$ cat src/rtl/bus_slave_regs.sv
// bus_slave_regs: responder end of the shared system bus with a 16-word register bank.
//   Registers 0..14 are read/write, and register 15 returns ID_VALUE (writes to it are dropped).
//   The response is WAIT_CYCLES+1 cycles after the strobe.
//   Strobes that arrive while a transfer is in flight are ignored.
//   Dropping cs during the wait states aborts the transfer, with no rdy and no write.
// Ports:
//   clk      - rising-edge clock
//   reset_   - asynchronous active-low reset
//   cs       - chip select from the address decoder
//   as       - one-cycle request strobe
//   rw       - direction, 1 = read, sampled with as
//   addr     - word address, sampled with as
//   wr_data  - write data, sampled with as
//   rd_data  - read data, zero unless rdy is high
//   rdy      - one-cycle completion strobe
// Both rd_data and rdy are registered, so there is no combinational path from the bus inputs.
module bus_slave_regs #(
   parameter int          WAIT_CYCLES = 1,
   parameter logic [31:0] ID_VALUE    = 32'h4C49_5400
) (
   input  logic        clk,
   input  logic        reset_,
   input  logic        cs,
   input  logic        as,
   input  logic        rw,
   input  logic [3:0]  addr,
   input  logic [31:0] wr_data,
   output logic [31:0] rd_data,
   output logic        rdy
);

   typedef enum logic [1:0] {
      ST_IDLE = 2'd0,
      ST_WAIT = 2'd1,
      ST_RESP = 2'd2
   } state_t;

   localparam logic [3:0] RO_ADDR = 4'd15;

   state_t      state_q, state_d;
   logic [3:0]  cnt_q, cnt_d;
   logic        rw_q, rw_d;
   logic [3:0]  addr_q, addr_d;
   logic [31:0] wdat_q, wdat_d;
   logic        rdy_q, rdy_d;
   logic [31:0] rd_data_q, rd_data_d;
   // Entry 15 is never written; its read is replaced by ID_VALUE.
   logic [31:0] regs_q [16];
   logic [31:0] regs_d [16];

   function automatic logic [31:0] read_word(input logic [3:0] a);
      if (a == RO_ADDR) begin
         return ID_VALUE;
      end
      return regs_q[a];
   endfunction

   always_comb begin
      state_d   = state_q;
      cnt_d     = cnt_q;
      rw_d      = rw_q;
      addr_d    = addr_q;
      wdat_d    = wdat_q;
      rdy_d     = 1'b0;
      rd_data_d = 32'h0;
      regs_d    = regs_q;

      case (state_q)
         ST_IDLE: begin
            if (cs && as) begin
               rw_d   = rw;
               addr_d = addr;
               wdat_d = wr_data;
               cnt_d  = 4'(WAIT_CYCLES);
               if (WAIT_CYCLES == 0) begin
                  // No wait states: the response flops are loaded on the accept edge.
                  state_d   = ST_RESP;
                  rdy_d     = 1'b1;
                  rd_data_d = rw ? read_word(addr) : 32'h0;
               end else begin
                  state_d = ST_WAIT;
               end
            end
         end
         ST_WAIT: begin
            if (!cs) begin
               // Abort: nothing was committed, so simply drop the transfer.
               state_d = ST_IDLE;
               cnt_d   = 4'd0;
            end else if (cnt_q <= 4'd1) begin
               // rdy/rd_data are registered, so they are loaded on the edge entering RESP.
               state_d   = ST_RESP;
               cnt_d     = 4'd0;
               rdy_d     = 1'b1;
               rd_data_d = rw_q ? read_word(addr_q) : 32'h0;
            end else begin
               cnt_d = cnt_q - 4'd1;
            end
         end
         ST_RESP: begin
            // A write commits on the edge that ends the rdy cycle.
            if (!rw_q && (addr_q != RO_ADDR)) begin
               regs_d[addr_q] = wdat_q;
            end
            state_d = ST_IDLE;
         end
         default: begin
            state_d = ST_IDLE;
         end
      endcase
   end

   always_ff @(posedge clk or negedge reset_) begin
      if (!reset_) begin
         state_q   <= ST_IDLE;
         cnt_q     <= 4'd0;
         rw_q      <= 1'b0;
         addr_q    <= 4'd0;
         wdat_q    <= 32'h0;
         rdy_q     <= 1'b0;
         rd_data_q <= 32'h0;
         for (int i = 0; i < 16; i++) begin
            regs_q[i] <= 32'h0;
         end
      end else begin
         state_q   <= state_d;
         cnt_q     <= cnt_d;
         rw_q      <= rw_d;
         addr_q    <= addr_d;
         wdat_q    <= wdat_d;
         rdy_q     <= rdy_d;
         rd_data_q <= rd_data_d;
         regs_q    <= regs_d;
      end
   end

   assign rdy     = rdy_q;
   assign rd_data = rd_data_q;

endmodule

$ cat config.mk
export PLATFORM = sky130hd
export DESIGN_NAME = bus_slave_regs
export DESIGN_NICKNAME = d
export VERILOG_FILES = /design/src/rtl/bus_slave_regs.sv
export SDC_FILE = /design/constraint.sdc
export NUM_CORES = 1
export LEC_CHECK = 0
export CAP_MARGIN = 40
export CORE_MARGIN = 1.5
export CORE_UTILIZATION = 50
export CTS_BUF_LIST = sky130_fd_sc_hd__clkbuf_4 sky130_fd_sc_hd__clkbuf_8
export DETAILED_ROUTE_END_ITERATION = 16
export PLACE_DENSITY_LB_ADDON = 0.25
export SETUP_SLACK_MARGIN = 0.1
export SLEW_MARGIN = 20
export SYNTH_ARGS = -nofsm -noshare
export SYNTH_HDL_FRONTEND = slang
export SYNTH_SLANG_ARGS = --single-unit
$ cat constraint.sdc
create_clock -name clk -period 5.2 [get_ports clk]
set_input_delay 0.78 -clock clk [delete_from_list [all_inputs] [get_ports clk]]
set_output_delay 0.78 -clock clk [all_outputs]
set_load 0.1 [all_outputs]
Yosys cells after proc, flatten, opt, wreduce, memory -nomap -nowiden
Index checks and enable logic that the tools add are counted.
{ "totals": {"reg_bits": 588, "inputBits": 41, "output_inout_bits": 33} }
{ "classes": {"addsub": 1, "order_cmp": 3, "n_eq_ne": 6, "n_mux": 27, "bitwise": 1, "n_reduce_logical": 10} }
{ "ops": {"columns": ["op", "count"], "rows": [
  ["bitwise mux 512 bit", 1],
  ["2-to-1 mux 32 bit", 9],
  ["binary-select mux 32 bit (select 4 bit)", 1],
  ["demux 32 bit (select 4 bit)", 1],
  ["2-to-1 mux 4 bit", 3],
  ["one-hot mux 4 bit (2 select lines)", 1],
  ["AND reduction 2 bit", 4],
  ["2-to-1 mux 1 bit", 7],
  ["2-to-1 mux 2 bit", 3],
  ["greater-or-equal comparator 5 bit (second input constant)", 1],
  ["less-than comparator 5 x 1 -> 1 bit (second input constant)", 1],
  ["NOT 4 -> 5 bit", 1],
  ["== test 4 bit (second input constant)", 1],
  ["<= comparator 4 x 1 -> 1 bit (second input constant)", 1],
  ["!= test 4 bit (second input constant)", 1],
  ["one-hot mux 2 bit (2 select lines)", 1],
  ["subtractor 4 x 1 -> 4 bit (second input constant)", 1],
  ["logical AND 1 bit", 3],
  ["!= test 3 bit (second input constant)", 1],
  ["== test 2 x 1 -> 1 bit (second input constant)", 1],
  ["== test 2 bit (second input constant)", 1],
  ["zero test 2 bit", 1],
  ["!= test 2 bit (second input constant)", 1],
  ["nonzero test 2 bit", 1],
  ["zero test 1 bit", 1]
]} }

Longest topological paths before layout
Gate-level depths: netlist of run 1.
{ "depth": {"word_depth": 10, "ltp_mapped": 7, "depth_no_buf": 6} }

Worst setup path before layout of run 1
No wires, ideal clock.
{ "synth_path": {"path_type": "input-to-reg", "startpoint": "input port as", "endpoint": "register addr_q[3]", "arrival_ns": 1.938, "required_time_ns": 5.075, "setup_slack_ns": 3.137, "stages": 3, "n_path_buf": 1, "cell_sequence": "nor4bb_1 clkbuf_1 mux2_2"} }
{ "synth_between": {"elab_chain_len": 2} }
{ "synth_rtl": {"columns": ["item", "line", "text"], "rows": [
  ["start, declared", "24", "input logic as,"],
  ["logical AND 1 bit", "70", "if (cs && as) begin"],
  ["AND reduction 2 bit (no source line)", null, null],
  ["end signal, assigned", "129", "addr_q <= addr_d;"],
  ["end, declared", "43", "logic [3:0] addr_q, addr_d;"]
]} }
No other way between the ends.
A chain may end at the register's enable or synchronous reset.

Final worst setup path of run 1
{ "layout_path": {"startpoint": "register state_q[0]", "endpoint": "register regs_q[369] in the netlist's numbering"} }
{ "layout_between": {"elab_chain_len": 2} }
{ "layout_rtl": {"columns": ["item", "line", "text"], "rows": [
  ["start, declared", "40", "state_t state_q, state_d;"],
  ["start signal, assigned", "126", "state_q <= state_d;"],
  ["== test 2 bit", "68", "case (state_q)"],
  ["AND reduction 2 bit (no source line)", null, null],
  ["end signal, assigned", "133", "regs_q <= regs_d;"],
  ["end, declared", "48", "logic [31:0] regs_q [16];"]
]} }
No other way between the ends.

==> results.sh, run 1 <==
export IMPL_status="finished clean"
export IMPL_core_area_um2=49200
export IMPL_synth_fp_nets=1601
export IMPL_drc=0
export IMPL_drive_gt1_share_pct=51.3
export IMPL_rrSetupSlack_ns=2.16
export IMPL_wl_per_cell_um=23.9
export IMPL_portBuffers=73
export IMPL_overflow=0
export IMPL_powerDensity_nw_per_um2=464
export IMPL_clk_pin_slew_worst_paths_ns=0.06
export IMPL_max_cap_viol_count=0
export IMPL_pin_count=74
export IMPL_ys_seq_area_share_pct=58.0
export IMPL_grt_start_max_net_pins=125
export IMPL_h_tree_depth=3
export IMPL_synth_area_um2=25000
export IMPL_netlist_top_cells_count="dfrtp_1, mux2_2, mux4_2"
export IMPL_ys_warn_count=0
export IMPL_vias_per_cell=5.80
export IMPL_postRouteAntennaNets=0
export IMPL_final_util_pct=58.6
export IMPL_hp_class="input port to async pin"
export IMPL_fin_ws_ns=2.16
export IMPL_synth_edff_count=0
export IMPL_hold_viol_final=0
export IMPL_synth_main_ff_cell="dfrtp_1"
export IMPL_r2r_start="state_q[0]$_DFFE_PN0P_"
export IMPL_r2r_worst_path_cells=5
export IMPL_worstSkewPairLatency_ns=0.68
export IMPL_timing_clock_skew_ns=0.0202
export IMPL_critPathArrivalTime_ns=3.59
export IMPL_grt_first_pass_wirelength_um=89900
export IMPL_gp_congestion=0.751
export IMPL_start_kind="flip-flop"
export IMPL_ir_drop_uv=288
export IMPL_grt_setup_unrepaired="no"
export IMPL_fin_crit_ns=3.04
export IMPL_synth_cells=1558
export IMPL_dieHeight_um=227
export IMPL_fmax_ghz=0.329
export IMPL_worstPathRequired_ns=5.75
export IMPL_wl_um=56900
export IMPL_cts_tree="yes"
export IMPL_drt_iter0_drc=727
export IMPL_grt_usage_pct=23.5
export IMPL_yosys_register_bits=579
export IMPL_cts_buffers=93
export IMPL_place_ws_ns=2.15
export IMPL_path_max_fanout=17
export IMPL_async_flop_share_pct=100
export IMPL_vias=13797
export IMPL_cts_sinks=579
export IMPL_crit_start="state_q[0]$_DFFE_PN0P_"
export IMPL_hold_buffers=0
export IMPL_synthDistinctLibCells=42
export IMPL_cpPeakStageDelay_ns=0.66
export IMPL_grt_pass1_vias=14918
export IMPL_fin_nets=1685
export IMPL_die_area_um2=51300
export IMPL_p_leak_nw=13.6
export IMPL_setup_viol=0
export IMPL_yosys_area_top_type="dfrtp_1"
export IMPL_crit_chain="or3b_1 -> or3_4 -> nor2_4 -> buf_4 -> mux2_2"
export IMPL_end_kind="flip-flop"
export IMPL_synth_top_cells_by_area="dfrtp_1, mux2_2, mux4_2"
export IMPL_hpwl_um=32500
export IMPL_post_cts_setup_buffer_count=0
export IMPL_syn2layout_area_growth_pct=15.3
export IMPL_tns_ns=0
export IMPL_period_share_pct=58.4
export IMPL_die_x_um=227
export IMPL_synth_avg_cell_area_um2=16.0
export IMPL_synth_top_area_share_pct=58.0
export IMPL_relSlewSlack_pct=40.3
export IMPL_placementRows=81
export IMPL_cts_path_max_buffers=3
export IMPL_antenna_found_initial=0
export IMPL_r2r_end="regs_q[369]$_DFFE_PN0P_"
export IMPL_firstDrtPassIters=5
export IMPL_yosysMostFrequentCell="dfrtp_1"
export IMPL_worst_pin_slew_ns=0.895
export IMPL_criticalPathCategory="flip-flop to flip-flop"
export IMPL_drv_slew=0
export IMPL_ctsResizeCount=0
export IMPL_crit_end="regs_q[369]$_DFFE_PN0P_"
export IMPL_total_power_mw=13.4
export IMPL_cts_root_buf="clkbuf_8"
export IMPL_antenna_cells=0
export IMPL_start_util_pct=50.8
export IMPL_cp_slowest_cell="nor2_4"
## metrics by stage
step / hold WS (ns) / std cells / cell area [um2]
after global placement: 0.360 / 2172 / 26200
after global routing: 0.223 / 2378 / 28800
after floorplan: 0.424 / 1558 / 25000
after detailed placement: 0.363 / 2210 / 26800
after CTS: 0.194 / 2377 / 28800
final: 0.155 / 2378 / 28800
## where the power goes
group	switching (mW)	internal, mW	total (mW)	leakage, nW
Sequential	0.996	5.50	6.50	7.93
Clock	1.75	2.30	4.05	1.05
Combinational	1.22	1.60	2.82	4.67
## cell type report
type,instances,area (um2)
Fill cell,3834,20300
Sequential cell,579,14500
Multi-Input combinational cell,820,9810
Clock buffer,155,1900
Timing Repair Buffer,143,1690
Tap cell,664,831
Clock inverter,12,71.3
Inverter,5,18.8
## worst min path at each step
stage,to,slack [ns],startpoint
floorplan,regs_q[0]$_DFFE_PN0P_,0.42,regs_q[0]$_DFFE_PN0P_
detailed placement,regs_q[24]$_DFFE_PN0P_,0.36,regs_q[24]$_DFFE_PN0P_
CTS,wdat_q[4]$_DFFE_PN0P_,0.19,reset_
finish,regs_q[25]$_DFFE_PN0P_,0.16,reset_
global route,wdat_q[4]$_DFFE_PN0P_,0.22,reset_
global placement,regs_q[23]$_DFFE_PN0P_,0.36,regs_q[23]$_DFFE_PN0P_
## cell usage in the layout, fill, tap and decap left out, types with 8 or more instances in the layout
cell and n:
buf_4 28, clkbuf_4 37, clkdlybuf4s50_1 72, dfrtp_1 577
mux4_2 117, clkbuf_8 118, nand2_1 11, clkinv_2 8
buf_8 31, mux2_2 496, nor2_4 8, a22oi_1 53
a21oi_1 28, mux2_1 27
## critical path: cells and delay by family, from the launching register on
family                 cells  cell delay [ns]
buffers and inverters      1             0.43
DFF                        1             0.46
muxes                      1             0.38
and+or+nand+nor            3             1.61
## cells by family (layout without fill, tap and decap cells)
logic type | after synthesis | count (layout) | share of synthesized area (%)
fa+ha+maj | 2 | 2 | 0.100
mux | 645 | 645 | 34.3
buf+inv | 159 | 315 | 3.08
flops | 579 | 579 | 58.0
simple gates | 58 | 58 | 1.41
compound gates | 115 | 115 | 3.12
## sequential cells by signal (all words and copies together) (netlist names)
signal / flops
addr_q: 4
cnt_q: 4
rd_data: 32
rdy: 1
regs_q: 503
rw_q: 1
state_q: 2
wdat_q: 32
## metal layers
metal / share of wire, % / GRT usage (%) / up-vias
met5: 0 / 0 / -
met4: 2.3 / 7.29 / 0
met2: 50 / 38.4 / 268
li1: - / - / 5958
met3: 4.0 / 4.74 / 97
met1: 44 / 31.9 / 7474
No activity file was read; power rests on OpenSTA's default activity.
==> run 2, diff against run 1 <==
- clock period: 5.2 -> 2.9 ns (I/O delays scaled with it)
==> run 2 against run 1 <==
Against the previous run: sequential power rose by 77%; hold slack better by 0.11 ns; design area shrank 1.1%; via count up 0.16%; register-to-register slack got worse by 1.7 ns; die area unchanged; global-route usage is 0.25 points lower; sequential cell count unchanged; sequential share of layout area up 0.53 points; total power up 81%; core utilization is 0.62 points lower; largest power group unchanged.
==> results.sh, run 2 (synthesis gave the netlist of run 1 again) <==
export IMPL_status="finished clean"
export IMPL_worstSkewPairLatency_ns=0.67
export IMPL_drive_gt1_share_pct=53.0
export IMPL_hpwl_um=32400
export IMPL_total_power_mw=24.2
export IMPL_start_kind="flip-flop"
export IMPL_grt_start_max_net_pins=102
export IMPL_gp_congestion=0.742
export IMPL_place_ws_ns=0.502
export IMPL_die_x_um=227
export IMPL_cts_buffers=94
export IMPL_vias_per_cell=5.82
export IMPL_stdcell_count=2373
export IMPL_grt_usage_pct=23.3
export IMPL_timing_clock_skew_ns=0.0149
export IMPL_fin_area_um2=28500
export IMPL_criticalPathCategory="flip-flop to flip-flop"
export IMPL_die_area_um2=51300
export IMPL_drt_iter0_drc=999
export IMPL_cts_sinks=579
export IMPL_worstPathRequired_ns=3.44
export IMPL_cts_root_buf="clkbuf_8"
export IMPL_relSlewSlack_pct=51.9
export IMPL_grt_pass1_vias=15178
export IMPL_portBuffers=73
export IMPL_hp_class="input port to async pin"
export IMPL_grt_setup_unrepaired="no"
export IMPL_placementRows=81
export IMPL_fillers=3817
export IMPL_max_cap_viol_count=0
export IMPL_end_kind="flip-flop"
export IMPL_pin_count=74
export IMPL_antenna_found_initial=1
export IMPL_period_share_pct=82.8
export IMPL_overflow=0
export IMPL_firstDrtPassIters=7
export IMPL_clk_pin_slew_worst_paths_ns=0.06
export IMPL_cts_path_max_buffers=3
export IMPL_wl_um=56500
export IMPL_drv_slew=0
export IMPL_rrSetupSlack_ns=0.50
export IMPL_grt_first_pass_wirelength_um=89600
export IMPL_fin_crit_ns=2.40
export IMPL_core_area_um2=49200
export IMPL_p_leak_nw=13.6
export IMPL_drc=0
export IMPL_setup_viol=0
export IMPL_syn2layout_area_growth_pct=14.1
export IMPL_cts_tree="yes"
export IMPL_post_dp_cell_area_um2=26500
export IMPL_final_cell_mix="dfrtp_1, mux2_2, mux4_2"
export IMPL_tns_ns=0
export IMPL_vias=13819
export IMPL_fin_ws_ns=0.499
export IMPL_path_max_fanout=21
export IMPL_fmax_ghz=0.416
export IMPL_dieHeight_um=227
export IMPL_fin_nets=1676
export IMPL_top_register="regs_q"
export IMPL_final_common_cell="dfrtp_1"
export IMPL_wl_per_cell_um=23.8
export IMPL_hold_viol_final=0
export IMPL_powerDensity_nw_per_um2=848
export IMPL_start_util_pct=50.8
export IMPL_h_tree_depth=3
export IMPL_critPathArrivalTime_ns=2.94
export IMPL_ir_drop_uv=388
export IMPL_largest_register_ffs=503
export IMPL_dp_cells=2200
export IMPL_postRouteAntennaNets=0
export IMPL_worst_pin_slew_ns=0.722
[run 2: cell types whose count changed in the layout (fill, tap and decap cells not counted), moves of 4 or more]
cell	previous run	this run
buf_4	28	73
buf_12	5	19
buf_16	7	0
buf_8	31	1
clkdlybuf4s50_1	72	39
clkbuf_8	118	114
clkbuf_4	37	41
[run 2: timing repair]
item | 4_1_cts | 5_1_grt
hold buffers | 1 | 0
endpoints found under the setup margin | 0 | 0
endpoints found under the hold margin | 24 | 0
resized for setup | 0 | 0
buffers inserted | 0 | 0
[run 2: critical path, stage by stage, from the launching register on]
cell	delay [ns]
dfrtp_1	0.46
or3b_1	0.49
or3_4	0.43
nor2_4	0.12
buf_4	0.39
mux2_1	0.37
[run 2: per-stage QoR]
stage / utilization, % / hold WS, ns
after global placement: 53.9 / 0.353
final: 58.0 / 0.262
after detailed placement: 53.9 / 0.354
after CTS: 58.0 / 0.234
after global routing: 58.0 / 0.253
after floorplan: - / 0.139
[run 2: final timing paths]
| path | start | endpoint | depth (start not counted) |
|---|---|---|---|
| max | state_q[0]$_DFFE_PN0P_ | regs_q[507]$_DFFE_PN0P_ | 5 |
| min in group clk | addr[0] | addr_q[0]$_DFFE_PN0P_ | 3 |
| max in group asynchronous | reset_ | regs_q[500]$_DFFE_PN0P_ | 3 |
| min | reset_ | rd_data[3]$_DFF_PN0_ | 2 |
| min reg2reg | regs_q[23]$_DFFE_PN0P_ | regs_q[23]$_DFFE_PN0P_ | 0 |
| max reg2reg | state_q[0]$_DFFE_PN0P_ | regs_q[507]$_DFFE_PN0P_ | 5 |
[run 2: cell type report]
cell class	count	area (um2)	share of cell area [%]
Antenna cell	1	2.50	0.00878
Clock buffer	155	1880	6.58
Clock inverter	16	141	0.496
Inverter	5	18.8	0.0658
Multi-Input combinational cell	820	9800	34.4
Sequential cell	579	14500	50.8
Tap cell	664	831	2.91
Timing Repair Buffer	133	1340	4.71
[run 2: power breakdown]
group	internal [mW]	switching (mW)
sequential	9.87	1.66
combinational	2.93	2.28
clock	4.26	3.18
[run 2: metal layers]
layer  GRT usage [%]  part of all wire [%]  up-vias
met3            4.21                   3.8      112
met4            8.24                   2.7        0
met5               0                     0        -
met1            30.9                    43     7496
li1                -                     -     5931
met2            38.5                    50      280
